$ cat config.mk
export PLATFORM = sky130hd
export DESIGN_NAME = ma_decimator
export DESIGN_NICKNAME = d
export VERILOG_FILES = /design/src/rtl/ma_decimator_pkg.sv /design/src/rtl/ma_dec_fifo.sv /design/src/rtl/ma_decimator.sv
export SDC_FILE = /design/constraint.sdc
export NUM_CORES = 1
export LEC_CHECK = 0
export CORE_MARGIN = 4
export CORE_UTILIZATION = 51
export DETAILED_ROUTE_END_ITERATION = 7
export HOLD_SLACK_MARGIN = 0.02
export PLACE_DENSITY = 0.77
export SLEW_MARGIN = 5
export SYNTH_ARGS = -nofsm -noshare
export SYNTH_HDL_FRONTEND = slang
export SYNTH_SLANG_ARGS = --single-unit
$ cat constraint.sdc
create_clock -name clk -period 3.6 [get_ports clk]
set_input_delay 0.36 -clock clk [delete_from_list [all_inputs] [get_ports clk]]
set_output_delay 0.36 -clock clk [all_outputs]
set_load 0.1 [all_outputs]
$ cat src/rtl/ma_decimator_pkg.sv
// Shared widths and the FIFO entry type for the ma_decimator block.
// With MA_DEC_TLAST_EN defined, each FIFO entry also carries a tlast bit.
package ma_decimator_pkg;

    localparam int MA_DATA_WIDTH = 16;
    localparam int MA_FIFO_DEPTH = 4;
    localparam int PTR_W         = $clog2(MA_FIFO_DEPTH);

    localparam int                    DROP_CNT_W   = 16;
    localparam logic [DROP_CNT_W-1:0] DROP_CNT_MAX = {DROP_CNT_W{1'b1}};

    typedef struct packed {
`ifdef MA_DEC_TLAST_EN
        logic                            last;
`endif
        logic signed [MA_DATA_WIDTH-1:0] data;
    } fifo_entry_t;

endpackage

$ cat src/rtl/ma_dec_fifo.sv
// Small synchronous FIFO with an extra pointer bit for full/empty and a head
// output that is a pure mux of flops (no combinational path from push/pop).
module ma_dec_fifo
    import ma_decimator_pkg::*;
#(
    parameter int WIDTH = $bits(fifo_entry_t),
    parameter int DEPTH = MA_FIFO_DEPTH,
    parameter int AW    = PTR_W
) (
    input  logic             clk,
    input  logic             rst_n,
    input  logic             push,
    input  logic             pop,
    input  logic [WIDTH-1:0] wdata,
    output logic [WIDTH-1:0] head,
    output logic             full,
    output logic             empty
);

    logic [WIDTH-1:0] mem_q [DEPTH];
    logic [WIDTH-1:0] mem_d [DEPTH];
    logic [AW:0]      wr_ptr_q, wr_ptr_d;
    logic [AW:0]      rd_ptr_q, rd_ptr_d;

    assign empty = (wr_ptr_q == rd_ptr_q);
    assign full  = (wr_ptr_q[AW] != rd_ptr_q[AW]) &&
                   (wr_ptr_q[AW-1:0] == rd_ptr_q[AW-1:0]);
    assign head  = mem_q[rd_ptr_q[AW-1:0]];

    // A push into a full FIFO alongside a pop overwrites the slot being popped;
    // head still presents the old entry for this cycle.
    always_comb begin
        mem_d    = mem_q;
        wr_ptr_d = wr_ptr_q;
        rd_ptr_d = rd_ptr_q;
        if (push) begin
            mem_d[wr_ptr_q[AW-1:0]] = wdata;
            wr_ptr_d                = wr_ptr_q + 1'b1;
        end
        if (pop) begin
            rd_ptr_d = rd_ptr_q + 1'b1;
        end
    end

    always_ff @(posedge clk or negedge rst_n) begin
        if (!rst_n) begin
            for (int i = 0; i < DEPTH; i++) begin
                mem_q[i] <= '0;
            end
            wr_ptr_q <= '0;
            rd_ptr_q <= '0;
        end else begin
            mem_q    <= mem_d;
            wr_ptr_q <= wr_ptr_d;
            rd_ptr_q <= rd_ptr_d;
        end
    end

endmodule

$ cat src/rtl/ma_decimator.sv
// Keeps one of every N ce-qualified samples, buffers them and drains them onto
// an AXI-Stream master. Optional MA_DEC_TLAST_EN adds m_axis_tlast framing.
module ma_decimator
    import ma_decimator_pkg::*;
#(
    parameter int DATA_WIDTH  = MA_DATA_WIDTH,
    parameter int RATIO_WIDTH = 8,
    parameter int FIFO_DEPTH  = MA_FIFO_DEPTH,
    parameter int FRAME_LEN   = 256
) (
    input  logic                         clk,
    input  logic                         aresetn,
    input  logic                         ce,
    input  logic signed [DATA_WIDTH-1:0] din,
    input  logic [RATIO_WIDTH-1:0]       ratio,
    input  logic                         clear,
    output logic signed [DATA_WIDTH-1:0] m_axis_tdata,
    output logic                         m_axis_tvalid,
    input  logic                         m_axis_tready,
`ifdef MA_DEC_TLAST_EN
    output logic                         m_axis_tlast,
`endif
    output logic                         overflow,
    output logic [DROP_CNT_W-1:0]        drop_count
);

    localparam logic [RATIO_WIDTH-1:0] ONE = RATIO_WIDTH'(1);

    logic [RATIO_WIDTH-1:0] phase_q, phase_d;
    logic [RATIO_WIDTH-1:0] ratio_q, ratio_d;
    logic [RATIO_WIDTH-1:0] ratio_in, eff_ratio;
    logic                   keep, push, pop, drop;
    logic                   fifo_full, fifo_empty;
    logic                   overflow_q, overflow_d;
    logic [DROP_CNT_W-1:0]  drop_cnt_q, drop_cnt_d;
    fifo_entry_t            push_entry, head_entry;

    // While the latched ratio is 1 a new ratio takes effect on the very sample
    // being kept; otherwise it is only loaded on the last sample of an interval.
    always_comb begin
        ratio_in  = (ratio == '0) ? ONE : ratio;
        eff_ratio = (ratio_q == ONE) ? ratio_in : ratio_q;
        keep      = ce && (phase_q == '0);
        phase_d   = phase_q;
        ratio_d   = ratio_q;
        if (ce) begin
            phase_d = (phase_q == eff_ratio - ONE) ? '0 : phase_q + ONE;
            if (phase_q == ratio_q - ONE) begin
                ratio_d = ratio_in;
            end
        end
    end

    always_comb begin
        pop        = !fifo_empty && m_axis_tready;
        push       = keep && (!fifo_full || pop);
        drop       = keep && fifo_full && !pop;
        overflow_d = clear ? 1'b0 : overflow_q;
        drop_cnt_d = clear ? '0 : drop_cnt_q;
        if (drop) begin
            overflow_d = 1'b1;
            if (drop_cnt_d != DROP_CNT_MAX) begin
                drop_cnt_d = drop_cnt_d + 1'b1;
            end
        end
    end

`ifdef MA_DEC_TLAST_EN
    localparam int FRAME_W = (FRAME_LEN > 1) ? $clog2(FRAME_LEN) : 1;

    logic [FRAME_W-1:0] frame_q, frame_d;
    logic               frame_end;

    // Every accepted push becomes exactly one transfer, in order, so counting
    // accepted pushes marks the same sample as counting handshakes would.
    always_comb begin
        push_entry      = '0;
        push_entry.data = din;
        frame_end       = (frame_q == FRAME_W'(FRAME_LEN - 1));
        push_entry.last = frame_end;
        frame_d         = frame_q;
        if (push) begin
            frame_d = frame_end ? '0 : frame_q + FRAME_W'(1);
        end
    end

    always_ff @(posedge clk or negedge aresetn) begin
        if (!aresetn) begin
            frame_q <= '0;
        end else begin
            frame_q <= frame_d;
        end
    end

    assign m_axis_tlast = head_entry.last;
`else
    always_comb begin
        push_entry      = '0;
        push_entry.data = din;
    end
`endif

    always_ff @(posedge clk or negedge aresetn) begin
        if (!aresetn) begin
            phase_q    <= '0;
            ratio_q    <= ONE;
            overflow_q <= 1'b0;
            drop_cnt_q <= '0;
        end else begin
            phase_q    <= phase_d;
            ratio_q    <= ratio_d;
            overflow_q <= overflow_d;
            drop_cnt_q <= drop_cnt_d;
        end
    end

    ma_dec_fifo #(
        .WIDTH ($bits(fifo_entry_t)),
        .DEPTH (FIFO_DEPTH),
        .AW    ($clog2(FIFO_DEPTH))
    ) u_fifo (
        .clk   (clk),
        .rst_n (aresetn),
        .push  (push),
        .pop   (pop),
        .wdata (push_entry),
        .head  (head_entry),
        .full  (fifo_full),
        .empty (fifo_empty)
    );

    assign m_axis_tdata  = head_entry.data;
    assign m_axis_tvalid = !fifo_empty;
    assign overflow      = overflow_q;
    assign drop_count    = drop_cnt_q;

endmodule

* After elaboration in Yosys (flattened, before gate mapping)
Index checks and enable logic that the tools add are counted.
** Cells by class
- Add/sub/neg operators :: 6
- Magnitude comparators :: 3
- Equal/unequal tests :: 7
- Reductions and logical operators :: 15
- Bitwise logic cells :: 2
- Muxes and demuxes :: 14
** Operators with widths (count)
- 2-to-1 mux 16 bit :: 6
- bitwise mux 64 bit :: 1
- binary-select mux 16 bit (select 2 bit) :: 1
- demux 16 bit (select 2 bit) :: 1
- 2-to-1 mux 8 bit :: 3
- adder 16 x 1 -> 16 bit (second input constant) :: 1
- == test 8 bit :: 2
- zero test 8 bit :: 2
- != test 16 bit (second input constant) :: 1
- subtractor 8 x 1 -> 8 bit (second input constant) :: 2
- adder 8 x 1 -> 8 bit (second input constant) :: 1
- == test 8 x 1 -> 1 bit (second input constant) :: 1
- logical AND 1 bit :: 7
- adder 3 x 1 -> 3 bit (second input constant) :: 2
- greater-or-equal comparator 3 bit (second input constant) :: 2
- inverter 2 -> 3 bit :: 2
- == test 3 bit :: 1
- zero test 1 bit :: 3
- < comparator 3 x 1 -> 1 bit (second input constant) :: 1
- == test 2 bit :: 1
- 2-to-1 mux 1 bit :: 2
- AND reduction 2 bit :: 1
- nonzero test 2 bit :: 1
- logical OR 1 bit :: 1
- != test 1 bit :: 1
** Word-level totals
- Bits of input ports :: 29
- Bits in registers :: 103
- Output and inout bits :: 34
- Word-level logic and storage cells :: 57

* Depth between registers and ports, before layout
- Word-level depth :: 6
- Mapped depth :: 12
- Mapped depth without buffers :: 12

* Modules after synthesis
Synthesis repeated with hierarchy kept, for this count alone.
** Second synthesis, totals
- Cells, all modules :: 435
- Area total of the unflattened synthesis :: 5631.7 um^2
** By module, submodules not included
- ma_dec_fifo :: seq. area each 1751.7 um^2, times used 1, cells each 183, area each 3315.7 um^2
- ma_decimator :: seq. area each 827.0 um^2, times used 1, cells each 252, area each 2316.0 um^2

* Worst setup path after synthesis
Ideal clock, no wire load.
- Kind :: register to register
- Start point :: register ratio_q[0]
- End point :: register phase_q[1]
- Setup time :: 0.140 ns
- Buffers on the path :: 0
- Data arrival time :: 3.757 ns
- Data required time :: 3.460 ns
- Cell stages (with the launch flop) :: 12
- Path slack :: -0.296 ns
- Cell sequence :: dfstp_2 ha_1 or4b_4 nor2_8 mux2i_1 ha_1 or4b_2 a21oi_1 xor2_1 or4b_4 a211oi_4 o22ai_2
** Between the ends
- Longest elaborated chain between the ends :: 5
** RTL lines
- start, declared :: line ma_decimator.sv:30 : logic [RATIO_WIDTH-1:0] ratio_q, ratio_d;
- start signal, assigned :: line ma_decimator.sv:111 : ratio_q <= ratio_d;
- == test 8 x 1 -> 1 bit :: line ma_decimator.sv:42 : eff_ratio = (ratio_q == ONE) ? ratio_in : ratio_q;
- 2-to-1 mux 8 bit (*) :: line ma_decimator.sv:42
- subtractor 8 x 1 -> 8 bit (*) :: line ma_decimator.sv:47 : phase_d = (phase_q == eff_ratio - ONE) ? '0 : phase_q + ONE;
- == test 8 bit (*) :: line ma_decimator.sv:47
- 2-to-1 mux 8 bit (*) :: line ma_decimator.sv:47
- end signal, assigned :: line ma_decimator.sv:110 : phase_q <= phase_d;
- end, declared :: line ma_decimator.sv:29 : logic [RATIO_WIDTH-1:0] phase_q, phase_d;
Mark *: on every way between the ends. The rest lies on a longest branch, timed or not.
A chain may end at the register's enable or synchronous reset.

* Worst setup path in the final report
- Start point :: register ratio_q[0]
- End point :: register phase_q[0]
The elaborated chain is that of the path after synthesis.

==> out/metrics.csv <==
metric,value,unit
numCtsBuffers,9,
clock-sinks,103,
switching_share,46.0,%
ys_top_cells_by_count,"dfrtp_1, mux2_2, xnor2_1",
async_flop_share,100,%
layout-drive-gt1-share,31.7,%
synth-edff-count,0,
crit_required,3830,ps
met2_usage,32.9,%
cp_max_fo,8,
slew_headroom,23.1,%
start_util,53.3,%
p_clk_share,15.1,%
grt_pass1_vias,3673,
p_switching,2.41,mW
antenna_found_initial,0,
timing.rr.start,ratio_q[0],
seqPwrFrac,33.9,%
arrival,3770,ps
setup_slack,65.4,ps
coreArea,9910,um2
antenna_left,0,
syn_avg_cell_area,12.5,um2
insertedDiodeCount,0,
ir_worst_vdd,0.000975,V
hold_class,in2async,
hold_viol_final,0,
gp_congestion,0.896,
p_leak,2.82,nW
max_slew.worst_pin.slew,1150,ps
met3_usage,3.17,%
netlist.area_leader.share,48.3,%
viasPerCell,5.59,
slew_viol_final,0,
route.detailed.drc,0,
critPathKind,reg2reg,
h-tree-depth,3,
cts_tree,built,
die_h,110,um
use_met1,24.7,%
synth.most_common_cell,dfrtp_1,
ys_ff_latch,103,
synthTopCellsByArea,"dfrtp_1, mux2_2, mux4_2, xnor2_1, xor2_1",
end_kind,flip-flop,
grt_overflow_total,0,
synth_cell_types,45,
finalCoreUtilization,64.3,%
num_io_pins,63,
grt_pass1_wl,17.9,mm
post-place-ws,-4.47,ps
clockBufferDepth,2,
fin_crit_sh,98.2,%
tns,0,ps
yosysSeqAreaShare,48.8,%
track_usage,19.0,%
synth_area_leader_cell,dfrtp_1,
fin_crit,3530,ps
synthFlopType,dfrtp_1,
powerDensity,823,nW/um2
netlist_instances,422,
syn2layout_area_growth,20.6,%
final.setup_skew,17.2,ps
first_iter_violations,169,
timing.critical_path.from,ratio_q[0],
cap_violations,0,
startpoint_type,flip-flop,
placed_area,6110,um2
rows,36,
die_area,12000,um2
status,"complete, no violations",
p_total,5.24,mW
clkLatencyLatePin,350,ps
finalNetCount,537,
top_usage_layer,met2,
routed-via-count,3545,
root_buffer,clkbuf_8,
p_int,2.83,mW
fmax,0.283,GHz
rsz0062_at_grt,true,
reg2reg_depth,12,
dieWidth,110,um
drt-total-wl,10.7,mm
cts.clk_slew.worst_paths,100,ps
setup_viol,0,
postCtsHoldBufs,0,
grt_max_degree,92,
numPortBuffers,62,
detail_route.wl_per_cell,16.9,um
finalInstanceArea,6370,um2
post-dp-hpwl,7.57,mm
power_frac_comb,50.9,%
dr.pass1.iters,4,
synth_warnings,0,
syn_area,5280,um2
synthesis.nets,462,
flip-flops by register name (all words and copies together) (netlist names):
| signal | count |
|---|---|
| drop_count | 16 |
| overflow | 1 |
| phase_q | 8 |
| ratio_q | 8 |
| u_fifo.mem_q | 64 |
| u_fifo.rd_ptr_q | 3 |
| u_fifo.wr_ptr_q | 3 |
routing by layer:
metal | wire length (um) | share of wire, %
met5 | 0 | 0
met4 | 103 | 0.96
met1 | 4600 | 43
met3 | 361 | 3.4
met2 | 5650 | 53
area by class of cell:
| cell class | instances | area, um2 |
|---|---|---|
| clock buffers | 9 | 124 |
| clock inverters | 6 | 92.6 |
| fillers | 788 | 3540 |
| inverters | 11 | 41.3 |
| multi-input cells | 289 | 2630 |
| flip-flops and latches | 103 | 2580 |
| well taps | 133 | 166 |
| repair buffers | 83 | 737 |
path summary, 6_finish.rpt:
path	slack (ps)	end
max	70	phase_q[0]
min	200	u_fifo.mem_q[0]
max reg2reg	70	phase_q[0]
min reg2reg	500	u_fifo.wr_ptr_q[2]
max in group asynchronous	2530	u_fifo.rd_ptr_q[1]
min in group clk	500	u_fifo.wr_ptr_q[2]
placed cells by master, fill, tap and decap left out, drive strengths merged, types with 3 or more instances in the layout:
master and count:
dfrtp 102, mux4 16, clkdlybuf4s50 44, nor2b 7
mux2i 5, or4b 3, nor4 4, a21oi 15
inv 13, buf 39, nor2 20, a31oi 3
ha 11, a211oi 4, nand4 4, clkbuf 9
mux2 74, xnor2 26, o21ai 9, nand2 22
a21o 4, xor2 19, nand3 11, and3 3
or3 5, nor3 8
critical path, stage by stage (launching register included):
cell and delay, ps:
dfstp_2 560, ha_4 130, or4b_4 500, nor2_8 170, mux2i_4 250, ha_2 200, or4b_4 460, a21oi_2 120
xor2_1 80, or4b_4 500, a211oi_4 210, buf_6 160, o21ai_1 70
kinds of logic after synthesis:
logic type                 count (synthesis)  synth area share, %
AOI/OAI and AO/OA                         45                 5.85
adders and majority gates                 11                 2.61
muxes                                     95                 23.6
DFF                                      103                 48.8
xor gates and xnor gates                  45                 7.46
and+or+nand+nor                           93                 9.55
buffers and inverters                     30                 2.13
metrics by stage:
stage | hold WS [ps] | cells
after floorplan | 64.4 | 422
after global placement | 481 | 615
after detailed placement | 485 | 615
after CTS | 269 | 631
after global routing | 299 | 634
final | 205 | 634
power groups by stage:
stage	Combinational [mW]	Clock, mW	Sequential (mW)
after CTS	2.70	0.816	1.78
final	2.67	0.792	1.78
after global routing	2.82	0.871	1.83
after detailed placement	2.69	0	1.80
after floorplan	2.23	0	1.70
after global placement	2.65	0	1.77
what timing repair did:
item / 4_1_cts / 5_1_grt
setup endpoints to repair: 8 / 8
pin swaps: 1 / 3
resized for setup: 0 / 2
buffers inserted: 1 / 3
No activity file was read; power rests on OpenSTA's default activity.
==> patch 1: new RTL, same flow settings <==
Change the parameter `RATIO_WIDTH` from 8 to 9.
--- a/src/rtl/ma_decimator.sv
+++ b/src/rtl/ma_decimator.sv
@@ -4,7 +4,7 @@
     import ma_decimator_pkg::*;
 #(
     parameter int DATA_WIDTH  = MA_DATA_WIDTH,
-    parameter int RATIO_WIDTH = 8,
+    parameter int RATIO_WIDTH = 9,
     parameter int FIFO_DEPTH  = MA_FIFO_DEPTH,
     parameter int FRAME_LEN   = 256
 ) (
Ports: changed (resized ratio); port bits go from 63 to 64. The function was not compared with the original's and may differ.
==> patch 1 against the original RTL <==
Clock skew decreased by 0.0019 ns. Fmax is 10% higher. Sequential cell count increased by 2. Global-route usage increased by 0.95 points. Clock power decreased by 7.1%. Synthesized area grew 7.4%. Routed wire length grew 14%. Final area increased by 4.8%. Total power decreased by 29%. Via count up 10%. Worst setup slack better by 0.33 ns. Highest routed layer unchanged.
==> patch 1: results (changes against the original RTL) <==
Setup path
  – Slowest cell on the critical path: dfstp_2
  – Crit path max fanout: 7 (-1)
  – CP delay by family, top: simple AND/OR/NAND/NOR gates
  – Max incr delay on CP: 0.60 ns (+0.04 ns)
  – Critical R2R Launch: ratio_q[0]
  – Startpoint Class: flop
  – Critical path arrival: 3.45 ns (-0.32 ns)

Outcome
  – Status: completed

Global route
  – Total GRT Usage: 19.9% (+0.95 points)
  – Vias in the first global route: 4,138 (+13%)
  – Largest net degree at the start of global routing: 53 (-42%)
  – Initial antenna violation count: 0 (unchanged)
  – First-pass GRT wire length: 20,500 um (+15%)

Finish
  – N_diodes: 0 (unchanged)
  – Max reg flops: 64 (unchanged)
  – Nets: 579 (+7.8%)
  – Filler cell count: 858 (+8.9%)
  – Share of cells above drive strength 1: 30.9% (-0.80 points)
  – Top reg by flops: u_fifo.mem_q

Logic synthesis
  – Top cells by count, synth: dfrtp_1, mux2_2, xnor2_1
  – Ys async rst share: 100% (unchanged)
  – Count leader, synth: dfrtp_1
  – Syn_nets: 509 (+10%)
  – Synth unique cells: 59 (+31%)
  – Largest cells by area after synthesis: dfrtp_1, mux2_2, mux4_2
  – Ys Warns: 0 (unchanged)
  – Sequential fraction of the synthesis area: 46.4% (-2.5 points)

Clocking
  – CTS Buf Count: 9 (unchanged)
  – Clock tree buffer depth: 2 (unchanged)
  – Clock transition at path regs: 0.11 ns
  – Clock latency at the later pin of the worst-skew pair: 0.38 ns (+0.03 ns)
  – Root buf cell: clkbuf_8
  – Post-CTS setup buffer count: 0 (-1)
  – CTS H-Tree Depth: 3 (unchanged)

Route
  – Routed vias: 3,902 (+10%)
  – Total iterations of the first detailed-routing run: 4 (unchanged)
  – Starting DRT DRC Count: 135 (-20%)
  – WL final: 12,200 um (+14%)

STA
  – Relative slew slack: 34.1% (+11 points)
  – Worst Clk Skew: 0.0152 ns (-0.00194 ns)

Min path
  – Type of the most critical hold path: flop to flop
  – Worst Min Path Start: u_fifo.wr_ptr_q[2]

Power and ir drop
  – P_leak: 3.01 nW (+6.7%)
  – Max VDD drop: 0.353 mV (-64%)

Place
  – I/O Buffers: 63 (+1.6%)
  – RD Place Congestion: 0.919 (+2.6%)
  – DP HPWL: 8620 um (+14%)
-- patch 1: worst reg2reg max path: cells and delay by family, from the launching register on --
kind | cells | cell delay, ns
xor+xnor | 2 | 0.31
flops | 1 | 0.60
fa+ha+maj | 2 | 0.36
compound gates | 4 | 0.81
simple gates | 4 | 0.99
-- patch 1: per-stage QoR --
stage	utilization, %	std cells	setup slack [ns]	hold WS (ns)	area [um^2]
6_report	61.6	683	0.396	0.502	6670
5_1_grt	61.6	683	-0.00938	0.525	6670
4_1_cts	61.5	683	0.301	0.503	6670
3_5_place_dp	59.6	666	0.211	0.433	6460
3_3_place_gp	59.6	666	0.275	0.426	6460
2_1_floorplan	-	468	0.395	0.0644	5670
-- patch 1: what timing repair did --
item	in CTS	in global routing
endpoints found under the setup margin	0	7
endpoints found under the hold margin	12	0
gates resized for setup	0	2
hold buffers	1	0
-- patch 1: cell type report --
| cell class | count | area (um^2) | share of cell area, % |
|---|---|---|---|
| multi-input combinational | 322 | 2860 | 42.8 |
| sequential | 105 | 2630 | 39.4 |
| timing repair buffer | 86 | 761 | 11.4 |
| tap | 140 | 175 | 2.63 |
| clock buffer | 11 | 151 | 2.27 |
| inverter | 14 | 52.6 | 0.788 |
| clock inverter | 5 | 45.0 | 0.675 |
-- patch 1: worst paths after layout --
check	cells past startpoint	to	slack, ns
max in group asynchronous	3	u_fifo.rd_ptr_q[1]	2.21
worst max-delay path	12	phase_q[8]	0.40
min in group asynchronous	2	u_fifo.mem_q[32]	0.55
worst min register to register	1	u_fifo.wr_ptr_q[2]	0.50
worst max register to register	12	phase_q[8]	0.40
worst min-delay path	1	u_fifo.wr_ptr_q[2]	0.50
-- patch 1: cells by family (layout without fill, tap and decap cells) --
| group | Yosys count | after routing | share of synthesized area, % |
|---|---|---|---|
| and+or+nand+nor | 111 | 111 | 11.0 |
| DFF | 105 | 105 | 46.4 |
| buffers and inverters | 41 | 116 | 3.29 |
| muxes | 95 | 95 | 22.0 |
| AOI/OAI and AO/OA | 57 | 57 | 7.55 |
| xor gates and xnor gates | 48 | 48 | 7.42 |
| adders and majority gates | 11 | 11 | 2.43 |
-- patch 1: power by group --
part           switching [mW]  internal, mW  total, mW
registers               0.157          1.28       1.43
clock network           0.433         0.302      0.736
logic                   0.868         0.691       1.56
-- patch 1: routing by layer --
layer	routed length [um]	global-route usage (%)
met5	0	0
met4	256	7.21
met3	348	2.97
met2	6180	33.2
met1	5410	26.7
==> patch 2: new RTL, same settings <==
Made on the original files. Register the output `drop_count` once more, cleared by the reset; this adds one clock of latency there. The other outputs are not delayed to match.
--- a/src/rtl/ma_decimator.sv
+++ b/src/rtl/ma_decimator.sv
@@ -132,7 +132,13 @@
     assign m_axis_tdata  = head_entry.data;
     assign m_axis_tvalid = !fifo_empty;
     assign overflow      = overflow_q;
-    assign drop_count    = drop_cnt_q;
+    always_ff @(posedge clk or negedge aresetn) begin
+        if (!aresetn) begin
+            drop_count <= '0;
+        end else begin
+            drop_count <= drop_cnt_q;
+        end
+    end
 
 endmodule
 
Check against the original RTL: not equivalent (a bounded check fails within 10 cycles, from zero or initial values and one cycle with aresetn low).
==> patch 2 against the original RTL <==
Sequential cell count is 16 higher. Synthesized area is 9.1% higher. Worst setup slack better by 0.25 ns. Final area grew 13%. First-iteration DRC count rose by 11%. Routed wire length is 8.7% higher. Critical endpoint is now phase_q[4]. Critical path type unchanged. Final cell count up 5.5%.
Power is not compared: it rests on default switching activity, and its combinational part moved more than twofold at a synthesized area within 25%.
==> patch 2: results (changes against the original RTL) <==
Outcome
  – Status: completed

Min path
  – Worst Hold End: drop_count[2]
  – Type of the most critical hold path: flop to flop
  – Worst Min Path Start: drop_cnt_q[2]

Finish
  – Seq area share: 41.3% (+0.82 points)
  – Filler cell count: 790 (+0.25%)
  – Footprint of the multi-input gates: 2620 um^2 (-0.24%)
  – Nonclk inv count: 14 (+3)
  – Final core occ: 65.9% (+1.7 points)
  – Share of cells above drive strength 1: 22.9% (-8.9 points)
  – NonClk Buf Share: 9.55% (-2.0 points)
  – Non-clk bufs: 75 (-9.6%)
  – Nets: 556 (+3.5%)
  – CLK BUF: 19 (+10)
  – Clock network share of area: 9.61% (+6.2 points)

Power and ir drop
  – Power, Total: 4.65 mW

Logic synthesis
  – Mux contribution to synthesized area: 20.9% (-2.7 points)
  – Xor/xnor share of the synthesized area: 6.84% (-0.62 points)
  – Top cells by count, synth: dfrtp_1, mux2_1, xnor2_1
  – Ys Warns: 0 (unchanged)
  – Avg Cell Area, Syn: 13.0 um^2 (+4.2%)
  – Sequential fraction of the synthesis area: 51.7% (+2.9 points)
  – Synth unique cells: 56 (+24%)
  – Synth Area in Compound Gates: 4.80% (-1.1 points)
  – Largest cells by area after synthesis: dfrtp_1, mux2_1, mux4_2
  – Post-Synth Adder-Cell Area: 2.39% (-0.22 points)

STA
  – Relative slew slack: 33.8% (+11 points)
  – Fmax: 0.305 GHz (+7.7%)
  – Worst hold slack: 0.402 ns (+0.197 ns)

Setup path
  – Worst setup startpoint: ratio_q[1]
  – Critical path arrival: 3.55 ns (-0.22 ns)
  – Worst reg-to-reg path cell count: 13 (+1)
  – R2R setup slack: 0.32 ns (+0.25 ns)

Global route
  – Vias in the first global route: 4,182 (+14%)
  – Largest net degree at the start of global routing: 69 (-25%)
  – Total GRT Usage: 19.4% (+0.39 points)
  – First-pass GRT wire length: 19,900 um (+11%)

Clocking
  – Hold-fix buffers, CTS: 1 (+1)
  – Clock transition at path regs: 0.05 ns (-0.05 ns)
  – CTS Sinks: 119 (+16%)
  – CTS Buf Count: 17 (+8)
  – Post-CTS setup buffer count: 0 (-1)
  – Root buf cell: clkbuf_16
  – Clock latency at the later pin of the worst-skew pair: 0.41 ns (+0.06 ns)
  – CTS H-Tree Depth: 4 (+1)

Place
  – DP HPWL: 7810 um (+3.2%)
  – Placed Area: 6510 um^2 (+6.4%)
  – DP Worst Slack: 0.0849 ns (+0.0894 ns)
  – RD Place Congestion: 0.865 (-3.4%)
  – Placed instance count: 636 (+3.4%)

Route
  – Via/cell ratio: 5.58 (-0.29%)
  – Starting DRT DRC Count: 187 (+11%)
-- patch 2: changes by cell type after synthesis, moves of 4 or more --
cell	unedited run	this run
nor4_1	4	0
nor2_1	19	13
dfrtp_1	102	118
a21oi_1	15	11
mux2_1	0	51
clkbuf_1	19	4
mux2_2	74	22
buf_2	0	11
nand2_2	0	4
-- patch 2: layer usage --
layer	wire length, um	part of all wire [%]	track usage, %	up-vias
li1	-	-	-	1734
met3	460	3.9	5.66	17
met4	194	1.7	6.33	0
met1	5010	43	23.4	1920
met5	0	0	0	-
met2	5990	51	33.4	59
-- patch 2: critical path, stage by stage, from the launching register on --
cell       delay (ns)
dfrtp_1          0.40
inv_1            0.16
ha_1             0.23
nor3b_1          0.26
and2_0           0.32
mux2i_1          0.30
ha_1             0.24
o311a_1          0.19
buf_4            0.11
nand4bb_1        0.09
a311oi_1         0.30
buf_4            0.18
and3_1           0.24
o22ai_1          0.13
